### src/rtl/ps2_rx_fifo.sv
// ps2_rx_fifo: PS/2 device-to-host receiver with frame checking, timeout and a byte FIFO.
// Define PS2_KEY_EVENT_EN to fold E0/F0 prefixes into ext/break flags on each entry.
module ps2_rx_fifo #(
    parameter int FIFO_DEPTH     = 8,
    parameter int SYNC_STAGES    = 3,
    parameter int TIMEOUT_CYCLES = 20000
) (
    input  logic                          clk,
    input  logic                          resetn,
    input  logic                          ps2_clk,
    input  logic                          ps2_data,
    output logic                          out_valid,
    input  logic                          out_ready,
    output logic [7:0]                    out_data,
    output logic                          out_break,
    output logic                          out_ext,
    output logic [$clog2(FIFO_DEPTH):0]   fifo_count,
    output logic                          frame_err,
    output logic                          timeout_err,
    output logic                          overflow
);
    localparam int AW = $clog2(FIFO_DEPTH);
    localparam int TW = $clog2(TIMEOUT_CYCLES + 1);
    localparam logic [AW:0] FULL = FIFO_DEPTH[AW:0];
`ifdef PS2_KEY_EVENT_EN
    localparam int W = 10;
`else
    localparam int W = 8;
`endif

    logic [SYNC_STAGES-1:0] cs, ds;
    logic                   cp;
    logic [3:0]             cnt;
    logic [9:0]             sr;
    logic [TW-1:0]          tcnt;
    logic                   push_v;
    logic [W-1:0]           push_d;
    logic [W-1:0]           mem [FIFO_DEPTH];
    logic [AW:0]            wp, rp;
    logic                   fall, done, ok, good, tmo, pfx, pop, full;
    logic [10:0]            frame;
    logic [7:0]             rx_byte;
    logic [W-1:0]           entry;
    logic [W-1:0]           head;

    assign fall    = cp & ~cs[SYNC_STAGES-1];
    // Current bit joins the ten already shifted in so the 11th edge sees the whole frame.
    assign frame   = {ds[SYNC_STAGES-1], sr};
    assign rx_byte = frame[8:1];
    assign ok      = !frame[0] && frame[10] && (^frame[9:1]);
    assign done    = fall && cnt == 4'd10;
    assign good    = done && ok;
    assign tmo     = !fall && cnt != 4'd0 && tcnt == TW'(TIMEOUT_CYCLES - 1);

`ifdef PS2_KEY_EVENT_EN
    logic ext, brk;
    assign pfx   = rx_byte == 8'hE0 || rx_byte == 8'hF0;
    assign entry = {ext, brk, rx_byte};
    always_ff @(posedge clk) begin
        if (!resetn || (done && !ok) || tmo) begin
            ext <= 1'b0;
            brk <= 1'b0;
        end else if (good) begin
            ext <= rx_byte == 8'hE0 ? 1'b1 : (rx_byte == 8'hF0 ? ext : 1'b0);
            brk <= rx_byte == 8'hF0 ? 1'b1 : (rx_byte == 8'hE0 ? brk : 1'b0);
        end
    end
`else
    assign pfx   = 1'b0;
    assign entry = rx_byte;
`endif

    always_ff @(posedge clk) begin
        if (!resetn) begin
            cs          <= '1;
            ds          <= '1;
            cp          <= 1'b1;
            cnt         <= 4'd0;
            sr          <= '0;
            tcnt        <= '0;
            push_v      <= 1'b0;
            push_d      <= '0;
            frame_err   <= 1'b0;
            timeout_err <= 1'b0;
        end else begin
            cs          <= {cs[SYNC_STAGES-2:0], ps2_clk};
            ds          <= {ds[SYNC_STAGES-2:0], ps2_data};
            cp          <= cs[SYNC_STAGES-1];
            push_v      <= good && !pfx;
            frame_err   <= done && !ok;
            timeout_err <= tmo;
            if (good)
                push_d <= entry;
            if (fall) begin
                tcnt <= '0;
                sr   <= frame[10:1];
                cnt  <= done ? 4'd0 : cnt + 4'd1;
            end else if (cnt != 4'd0) begin
                tcnt <= tmo ? '0 : tcnt + TW'(1);
                cnt  <= tmo ? 4'd0 : cnt;
            end
        end
    end

    assign fifo_count = wp - rp;
    assign out_valid  = fifo_count != '0;
    assign pop        = out_valid && out_ready;
    assign full       = fifo_count == FULL;
    assign head       = mem[rp[AW-1:0]];
    assign out_data   = head[7:0];
`ifdef PS2_KEY_EVENT_EN
    assign out_ext    = head[9];
    assign out_break  = head[8];
`else
    assign out_ext    = 1'b0;
    assign out_break  = 1'b0;
`endif

    always_ff @(posedge clk) begin
        if (!resetn) begin
            wp       <= '0;
            rp       <= '0;
            overflow <= 1'b0;
            for (int i = 0; i < FIFO_DEPTH; i++)
                mem[i] <= '0;
        end else begin
            overflow <= push_v && full && !pop;
            if (pop)
                rp <= rp + (AW+1)'(1);
            if (push_v && (!full || pop)) begin
                mem[wp[AW-1:0]] <= push_d;
                wp              <= wp + (AW+1)'(1);
            end
        end
    end
endmodule
### config.mk
export PLATFORM = sky130hd
export DESIGN_NAME = ps2_rx_fifo
export DESIGN_NICKNAME = d
export VERILOG_FILES = /design/src/rtl/ps2_rx_fifo.sv
export SDC_FILE = /design/constraint.sdc
export NUM_CORES = 1
export LEC_CHECK = 0
export ABC_CLOCK_PERIOD_IN_PS = 7450
export CAP_MARGIN = 10
export CELL_PAD_IN_SITES_DETAIL_PLACEMENT = 0
export CELL_PAD_IN_SITES_GLOBAL_PLACEMENT = 1
export CORE_ASPECT_RATIO = 0.9
export CORE_MARGIN = 4
export CORE_UTILIZATION = 25
export DETAILED_ROUTE_END_ITERATION = 10
export PLACE_DENSITY_LB_ADDON = 0.1
export SLEW_MARGIN = 0
export SYNTH_ARGS = -nofsm -noshare
export SYNTH_HDL_FRONTEND = slang
export SYNTH_SLANG_ARGS = --single-unit
export TNS_END_PERCENT = 10
### constraint.sdc
create_clock -name clk -period 7.45 [get_ports clk]
set_clock_uncertainty 0.15 [all_clocks]
set_input_delay 1.49 -clock clk [delete_from_list [all_inputs] [get_ports clk]]
set_output_delay 1.49 -clock clk [all_outputs]
set_load 0.005 [all_outputs]
==> results.tsv, run 1 <==
metric	value	unit
worstSkewPairLatency	0.41	ns
largest_net_degree_at_the_start_of_global_routing	56	
p_leak	0.00238	µW
wl_per_cell	14.8	µm
placementRows	51	
worst-path-max-fanout	7	
path_cells	inv_1 > ha_1 > inv_1 > fa_1 > or3_1 > or3_1 > clkdlybuf4s50_1	
post_route_cells_drive_above_1_share	14.4	%
holdPathEnd	cs[2]$_SDFF_PN1_	
area_delta_synth_final	18.8	%
fraction_of_the_yosys_area_taken_by_sequential_cells	55.5	%
antenna_cells_inserted	0	
r2r-end	mem[5][4]$_SDFFCE_PN0P_	
place.detailed.hpwl	8320	µm
worstHoldPathType	reg2reg	
htree_levels	4	
start_kind	flop	
rr_worst_depth	9	
drc_errors	0	
synth_area_per_cell	12.0	µm²
final_common_cell	and2_1	
core	0.0218	mm²
fin_area	0.00665	mm²
synth_async_sr_flop_share	0	%
synth_cells	466	
grt.total_usage	10.2	%
start_util	25.6	%
final-max-slew-violation-count	0	
crit_path_top_delay_cell	dfxtp_1	
timing.final.crit_period	4.74	ns
cellInternalPower	1370	µW
crit_required	5.81	ns
grt_first_pass_wirelength	19500	µm
firstDrtPassIters	4	
gp_routability_congestion	0.704	
power.ir.vdd_worst	0.000121	V
synth.ff_latch_count	123	
nets	502	
vias_per_cell	4.21	
worst_hold_slack	0.252	ns
timing.max_cap.violations	0	
cts_repair_resize_count	0	
dieArea	0.0248	mm²
setup_viol	0	
ys.flop_type	edfxtp_1	
power.share.clock	43.0	%
cts.path.max_buffers	2	
power.density_cell_area	277	mW/mm²
timing.hold.worst_path_depth	1	
reg2reg_setup_slack	3.86	ns
drt-initial-drc-count	132	
cts_hold_repair.buffers	0	
global_route.overflow_total	0	
worst_path_largest_cell_delay	0.51	ns
place_area	0.00608	mm²
antenna_found_initial	0	
root_buffer	clkbuf_16	
netSwitchingPower	472	µW
die_x	166	µm
crit-reg2reg-launch	wp[0]$_SDFFE_PN0P_	
worstSetupEndpointType	output port	
ant_nets	0	
drt-total-wl	11700	µm
cts_post_setup_buffers_inserted	0	
synth_cell_type_count	50	
synth-edff-count	64	
synth-warning-count	0	
dr_total_vias	3327	
synthesis.area	0.00560	mm²
timing.critical_path.arrival	3.10	ns
clk_transition_reported_paths	0.06	ns
sw_ratio	25.7	%
rsz0062_at_grt	no	
combinationalPowerShare	15.9	%
slew_headroom	44.6	%
mostFrequentLayoutCells	and2_1 (69), edfxtp_1 (64), dfxtp_1 (59)	
period_share	63.7	%
hold_viol	0	
tritoncts	done	
fmaxAchievable	211	MHz
io_pins	23	
outcome	finished, final reports clean	
worst_pin_slew	0.830	ns
cts_sinks	123	
port_buffers	20	
first_global_vias	3464	
die-height	150	µm
cts-buffers-inserted	17	
criticalPathCategory	reg2out	
hold_path.startpoint	cs[1]$_SDFF_PN1_	
power_frac_seq	41.1	%
fin_setup_tns	0	ns
cells by family after synthesis:
group	Yosys count	synth area share, %
AO/OA/AOI/OAI	30	3.96
flip-flops	123	55.5
other	1	0.0670
XOR/XNOR	25	4.16
multiplexers	34	9.84
buffers and inverters	32	2.39
AND/OR/NAND/NOR	211	21.8
adder cells (fa/ha/maj)	10	2.37
synth_stat cells, types with 14 or more instances:
master | number | area, µm²
and2_1 | 69 | 432
clkbuf_1 | 14 | 52.6
dfxtp_1 | 59 | 1180
edfxtp_1 | 64 | 1920
mux4_2 | 16 | 360
nand2_1 | 39 | 146
nand2b_1 | 16 | 100
nor2_1 | 28 | 105
nor2b_1 | 14 | 87.6
xnor2_1 | 16 | 140
sequential cells by signal, indices dropped and copies added, names as in the netlist, named ones only:
signal,cells
mem,64
tcnt,15
sr,10
push_d,8
cnt,4
rp,4
wp,4
cs,3
ds,3
cp,1
frame_err,1
overflow,1
push_v,1
timeout_err,1
metrics by stage:
stage	std cells	utilization, %	setup slack [ns]	total power [µW]
finish	791	30.5	2.71	1840
CTS	791	30.5	2.64	1880
floorplan	467	-	3.74	950
global placement	759	27.9	3.14	1070
detailed placement	759	27.9	3.12	1070
global route	791	30.5	2.56	1930
cell type report:
class / instances / area [µm²]
fillers: 2230 / 15200
flip-flops and latches: 123 / 3100
multi-input cells: 312 / 2360
clock buffers: 17 / 425
well taps: 291 / 364
repair buffers: 22 / 210
clock inverters: 15 / 141
inverters: 11 / 41.3
how the worst max path moves through the flow:
stage | start | slack (ns) | to
CTS | wp[0]$_SDFFE_PN0P_ | 2.64 | out_valid
global route | wp[0]$_SDFFE_PN0P_ | 2.56 | out_valid
finish | wp[0]$_SDFFE_PN0P_ | 2.71 | out_valid
floorplan | wp[0]$_SDFFE_PN0P_ | 3.74 | out_valid
global placement | wp[0]$_SDFFE_PN0P_ | 3.14 | out_valid
detailed placement | wp[0]$_SDFFE_PN0P_ | 3.12 | out_valid
worst max-delay path, delay by kind of cell (launching register included):
| family | cells | cell delay, ns |
|---|---|---|
| fa+ha+maj | 2 | 0.69 |
| buf+inv | 3 | 0.76 |
| flops | 1 | 0.51 |
| simple gates | 2 | 0.74 |
power by group through the flow:
stage | logic (µW) | clock network (µW) | registers, µW
2_1_floorplan | 194 | 0 | 756
3_3_place_gp | 300 | 0 | 773
3_5_place_dp | 299 | 0 | 772
4_1_cts | 300 | 817 | 758
5_1_grt | 320 | 849 | 760
6_report | 293 | 791 | 757
layer usage:
| metal | routed length (µm) | track usage (%) | vias to the layer above |
|---|---|---|---|
| met1 | 5640 | 13.2 | 1604 |
| met4 | 110 | 2.97 | 0 |
| li1 | - | - | 1666 |
| met2 | 5520 | 16.2 | 51 |
| met5 | 0 | 0 | - |
| met3 | 466 | 3.33 | 6 |
Power figures use the tool's default switching activity.
==> inputs of run 2 (changes only) <==
--- a/config.mk
+++ b/config.mk
@@ -5,7 +5,7 @@
 export SDC_FILE = /design/constraint.sdc
 export NUM_CORES = 1
 export LEC_CHECK = 0
-export ABC_CLOCK_PERIOD_IN_PS = 7450
+export ABC_CLOCK_PERIOD_IN_PS = 4100
 export CAP_MARGIN = 10
 export CELL_PAD_IN_SITES_DETAIL_PLACEMENT = 0
 export CELL_PAD_IN_SITES_GLOBAL_PLACEMENT = 1
==> constraint.sdc (replaced) <==
create_clock -name clk -period 4.1 [get_ports clk]
set_clock_uncertainty 0.15 [all_clocks]
set_input_delay 0.82 -clock clk [delete_from_list [all_inputs] [get_ports clk]]
set_output_delay 0.82 -clock clk [all_outputs]
set_load 0.005 [all_outputs]
==> run 2 against run 1 <==
  * Hold slack improved by 0.0028 ns
  * Via count increased by 0.36%
  * Die area did not move
  * Non-clock buffer count is 2 higher
  * Largest power group unchanged
  * Worst setup slack worse by 2.5 ns
  * Highest routed layer unchanged
  * Register-to-register slack got worse by 3.1 ns
  * Sequential power increased by 82%
  * Largest cell class unchanged
  * Power grew 87%
  * Global-route usage grew 0.77 points
  * Count of clock-buffer cells in the layout up 3
  * Core utilization is 0.26 points higher
==> results.tsv, run 2 (same netlist as run 1, synthesis figures left out) <==
metric	value	unit
drc_errors	0	
die_x	166	µm
place.detailed.hpwl	8750	µm
clk_transition_reported_paths	0.06	ns
slew_headroom	47.1	%
port_buffers	20	
largest_net_degree_at_the_start_of_global_routing	52	
timing.final.crit_period	3.85	ns
vias_per_cell	4.21	
drt-total-wl	12700	µm
start_util	25.6	%
fmaxAchievable	260	MHz
cts.path.max_buffers	2	
post_route_cells_drive_above_1_share	15.1	%
core	0.0218	mm²
fin_area	0.00670	mm²
registers.top_by_ff_count	mem	
totalPowerFinal	3440	µW
cts_hold_repair.buffers	0	
worstHoldPathType	reg2reg	
utilization	30.7	%
dr_total_vias	3339	
tritoncts	done	
fin_setup_tns	0	ns
period_share	93.8	%
final-max-slew-violation-count	0	
largest_register_ffs	64	
htree_levels	4	
final_critical_path_setup_slack	0.254	ns
global_route.overflow_total	0	
cts_sinks	123	
antenna_found_initial	0	
dp_slack	0.476	ns
power.density_cell_area	512	mW/mm²
nets	504	
rsz0062_at_grt	no	
area_delta_synth_final	19.8	%
gp_routability_congestion	0.713	
crit_required	3.13	ns
worstSkewPairLatency	0.42	ns
dieArea	0.0248	mm²
power.ir.vdd_worst	0.000258	V
die-height	150	µm
first_global_vias	3492	
place_area	0.00609	mm²
placementRows	51	
antenna_cells_inserted	0	
p_leak	0.00241	µW
cts-buffers-inserted	17	
outcome	finished, final reports clean	
hold_viol	0	
criticalPathCategory	reg2out	
setup_viol	0	
io_pins	23	
timing.critical_path.arrival	2.88	ns
start_kind	flop	
timing.max_cap.violations	0	
grt.total_usage	10.9	%
root_buffer	clkbuf_16	
drt-initial-drc-count	127	
largestRegisters	mem x64, tcnt x15, sr x10	
firstDrtPassIters	4	
worstSetupEndpointType	output port	
grt_first_pass_wirelength	20400	µm
worst-path-max-fanout	7	
wl_per_cell	16.1	µm
worst_pin_slew	0.793	ns
final_common_cell	and2_1	
ant_nets	0	
mostFrequentLayoutCells	and2_1 (69), edfxtp_1 (64), dfxtp_1 (58)	
[run 2: power breakdown]
part | internal (µW) | switching [µW] | total [µW] | leakage [µW]
clock | 951 | 580 | 1530 | 0.000292
combinational | 305 | 221 | 525 | 0.000996
sequential | 1340 | 42.3 | 1380 | 0.00112
total | 2590 | 843 | 3440 | 0.00241
[run 2: cell type report]
class / instances / area (µm²)
fill: 2250 / 15100
multi-input combinational: 312 / 2360
clock inverter: 12 / 135
timing repair buffer: 24 / 225
tap: 291 / 364
sequential: 123 / 3100
inverter: 11 / 45.0
clock buffer: 20 / 468
[run 2: repair_timing]
item	CTS	global route
setup endpoints to repair	0	1
gates resized for setup	0	2
setup buffers	0	1
[run 2: routing by layer]
layer / up-vias / track usage (%) / share of wire [%]
li1: 1664 / - / -
met1: 1620 / 15.3 / 52
met2: 40 / 16.1 / 43
met3: 15 / 2.93 / 3.2
met4: 0 / 4.33 / 1.6
met5: - / 0 / 0
[run 2: critical path, stage by stage, from the launching register on]
cell             delay [ns]
dfxtp_2                0.44
clkinvlp_4             0.13
ha_1                   0.22
inv_1                  0.07
fa_1                   0.41
or3_1                  0.43
or3_1                  0.31
clkdlybuf4s50_1        0.45
[run 2: path summary, 6_finish.rpt]
| kind | start | endpoint | slack [ns] | depth (start not counted) |
|---|---|---|---|---|
| worst max-delay path | wp[0]$_SDFFE_PN0P_ | out_valid | 0.25 | 7 |
| worst min-delay path | ds[1]$_SDFF_PN1_ | ds[2]$_SDFF_PN1_ | 0.26 | 1 |
| worst max register to register | wp[0]$_SDFFE_PN0P_ | mem[4][6]$_SDFFCE_PN0P_ | 0.72 | 9 |
| worst min register to register | ds[1]$_SDFF_PN1_ | ds[2]$_SDFF_PN1_ | 0.26 | 1 |
[run 2: per-stage QoR]
step / hold WS, ns / cells
after floorplan: 0.236 / 467
after global placement: 0.247 / 760
after detailed placement: 0.244 / 760
after CTS: 0.259 / 792
after global routing: 0.280 / 793
final: 0.255 / 793
==> inputs of run 3 (changes only) <==
--- a/config.mk
+++ b/config.mk
@@ -13,7 +13,9 @@
 export CORE_MARGIN = 4
 export CORE_UTILIZATION = 25
 export DETAILED_ROUTE_END_ITERATION = 10
+export MAX_ROUTING_LAYER = met4
 export PLACE_DENSITY_LB_ADDON = 0.1
+export RECOVER_POWER = 100
 export SLEW_MARGIN = 0
 export SYNTH_ARGS = -nofsm -noshare
 export SYNTH_HDL_FRONTEND = slang
==> run 3 against run 2 <==
  * Combinational power decreased by 6.3%
  * Non-clock buffer count unchanged
  * Count of clock-buffer cells in the layout unchanged
  * Register-to-register slack got worse by 0.24 ns
  * Routed wire length increased by 0.42%
  * Sequential share of layout area increased by 0.51 points
  * Via count increased by 0.69%
==> results.tsv, run 3 (same netlist as run 1, synthesis figures left out) <==
metric	value	unit
dieArea	0.0248	mm²
worst_hold_slack	0.255	ns
io_pins	23	
final-max-slew-violation-count	0	
fin_setup_tns	0	ns
slew_headroom	1.95	%
reg2reg_setup_slack	0.48	ns
final_critical_path_setup_slack	0.300	ns
cts-buffers-inserted	17	
root_buffer	clkbuf_16	
antenna_found_initial	0	
holdPathEnd	ds[2]$_SDFF_PN1_	
ant_nets	0	
global_route.overflow_total	0	
dr_total_vias	3362	
first_global_vias	3491	
dp_slack	0.476	ns
nets	504	
start_util	25.6	%
totalPowerFinal	3400	µW
grt.total_usage	11.3	%
htree_levels	4	
cts.path.max_buffers	2	
tritoncts	done	
r2r-end	mem[6][3]$_SDFFCE_PN0P_	
power.ir.vdd_worst	0.000260	V
worstSetupEndpointType	output port	
vias_per_cell	4.24	
drc_errors	0	
die-height	150	µm
p_leak	0.00236	µW
criticalPathCategory	reg2out	
port_buffers	20	
grt_first_pass_wirelength	20500	µm
outcome	finished, final reports clean	
antenna_cells_inserted	0	
power.density_cell_area	513	mW/mm²
worstHoldPathType	reg2reg	
timing.hold.worst_path_depth	1	
drt-total-wl	12800	µm
clk_transition_reported_paths	0.06	ns
mostFrequentLayoutCells	edfxtp_1 (64), dfxtp_1 (58), and2_0 (46)	
final_common_cell	edfxtp_1	
cts_hold_repair.buffers	0	
period_share	92.7	%
worst_pin_slew	1.45	ns
start_kind	flop	
timing.final.crit_period	3.80	ns
fmaxAchievable	263	MHz
wl_per_cell	16.1	µm
crit_required	3.13	ns
core	0.0218	mm²
rr_worst_depth	7	
setup_viol	0	
post_route_cells_drive_above_1_share	12.9	%
die_x	166	µm
gp_routability_congestion	0.721	
rsz0062_at_grt	no	
place.detailed.hpwl	8750	µm
worstSkewPairLatency	0.42	ns
largestRegisters	mem x64, tcnt x15, sr x10	
hold_path.startpoint	ds[1]$_SDFF_PN1_	
largest_net_degree_at_the_start_of_global_routing	52	
timing.max_cap.violations	0	
drt-initial-drc-count	143	
crit-reg2reg-launch	wp[1]$_SDFFE_PN0P_	
registers.top_by_ff_count	mem	
area_delta_synth_final	18.5	%
placementRows	51	
hold_viol	0	
timing.critical_path.arrival	2.83	ns
worst-path-max-fanout	7	
firstDrtPassIters	4	
largest_register_ffs	64	
cts_sinks	123	
[run 3: metrics by stage]
stage,utilization (%),std cells,cell area (µm²)
final,30.4,793,6630
after global routing,30.4,793,6630
after CTS,30.7,792,6690
after detailed placement,27.9,760,6090
after global placement,27.9,760,6090
after floorplan,-,467,5600
[run 3: power breakdown]
| part | switching (µW) | internal [µW] | total (µW) |
|---|---|---|---|
| Sequential | 42.5 | 1340 | 1380 |
| Clock | 581 | 951 | 1530 |
| Combinational | 213 | 279 | 492 |
| Total | 837 | 2570 | 3400 |
[run 3: repair_timing]
item / in CTS / in global routing
resized for setup: 0 / 2
buffers inserted: 0 / 1
setup endpoints to repair: 0 / 1
[run 3: final cells by class]
cell class              instances  area [µm²]
repair buffers                 24         224
fillers                      2262       15200
flip-flops and latches        123        3100
inverters                      11        42.5
well taps                     291         364
clock inverters                12         135
clock buffers                  20         468
multi-input cells             312        2290
[run 3: worst max-delay path by stage]
| stage | start | endpoint | slack [ns] | cells after the start |
|---|---|---|---|---|
| 2_1_floorplan | wp[0]$_SDFFE_PN0P_ | mem[4][0]$_SDFFCE_PN0P_ | 0.93 | 10 |
| 3_3_place_gp | wp[0]$_SDFFE_PN0P_ | out_valid | 0.51 | 7 |
| 3_5_place_dp | wp[0]$_SDFFE_PN0P_ | out_valid | 0.48 | 7 |
| 4_1_cts | wp[0]$_SDFFE_PN0P_ | out_valid | 0.009 | 7 |
| 5_1_grt | wp[1]$_SDFFE_PN0P_ | mem[6][1]$_SDFFCE_PN0P_ | 0.12 | 7 |
| 6_report | wp[0]$_SDFFE_PN0P_ | out_valid | 0.30 | 7 |
[run 3: metal layers]
layer | vias up | part of all wire [%] | GRT usage, %
li1 | 1667 | - | -
met1 | 1636 | 51 | 15.3
met2 | 47 | 44 | 16.2
met3 | 12 | 3.7 | 3.28
met4 | 0 | 1.2 | 3.84
met5 | - | 0 | -
[run 3: critical path, stage by stage, from the launching register on]
cell and delay [ns]:
dfxtp_2 0.39, clkinvlp_2 0.14, ha_1 0.23, inv_1 0.07
fa_1 0.41, or3_1 0.41, or3_1 0.31, clkdlybuf4s50_1 0.45
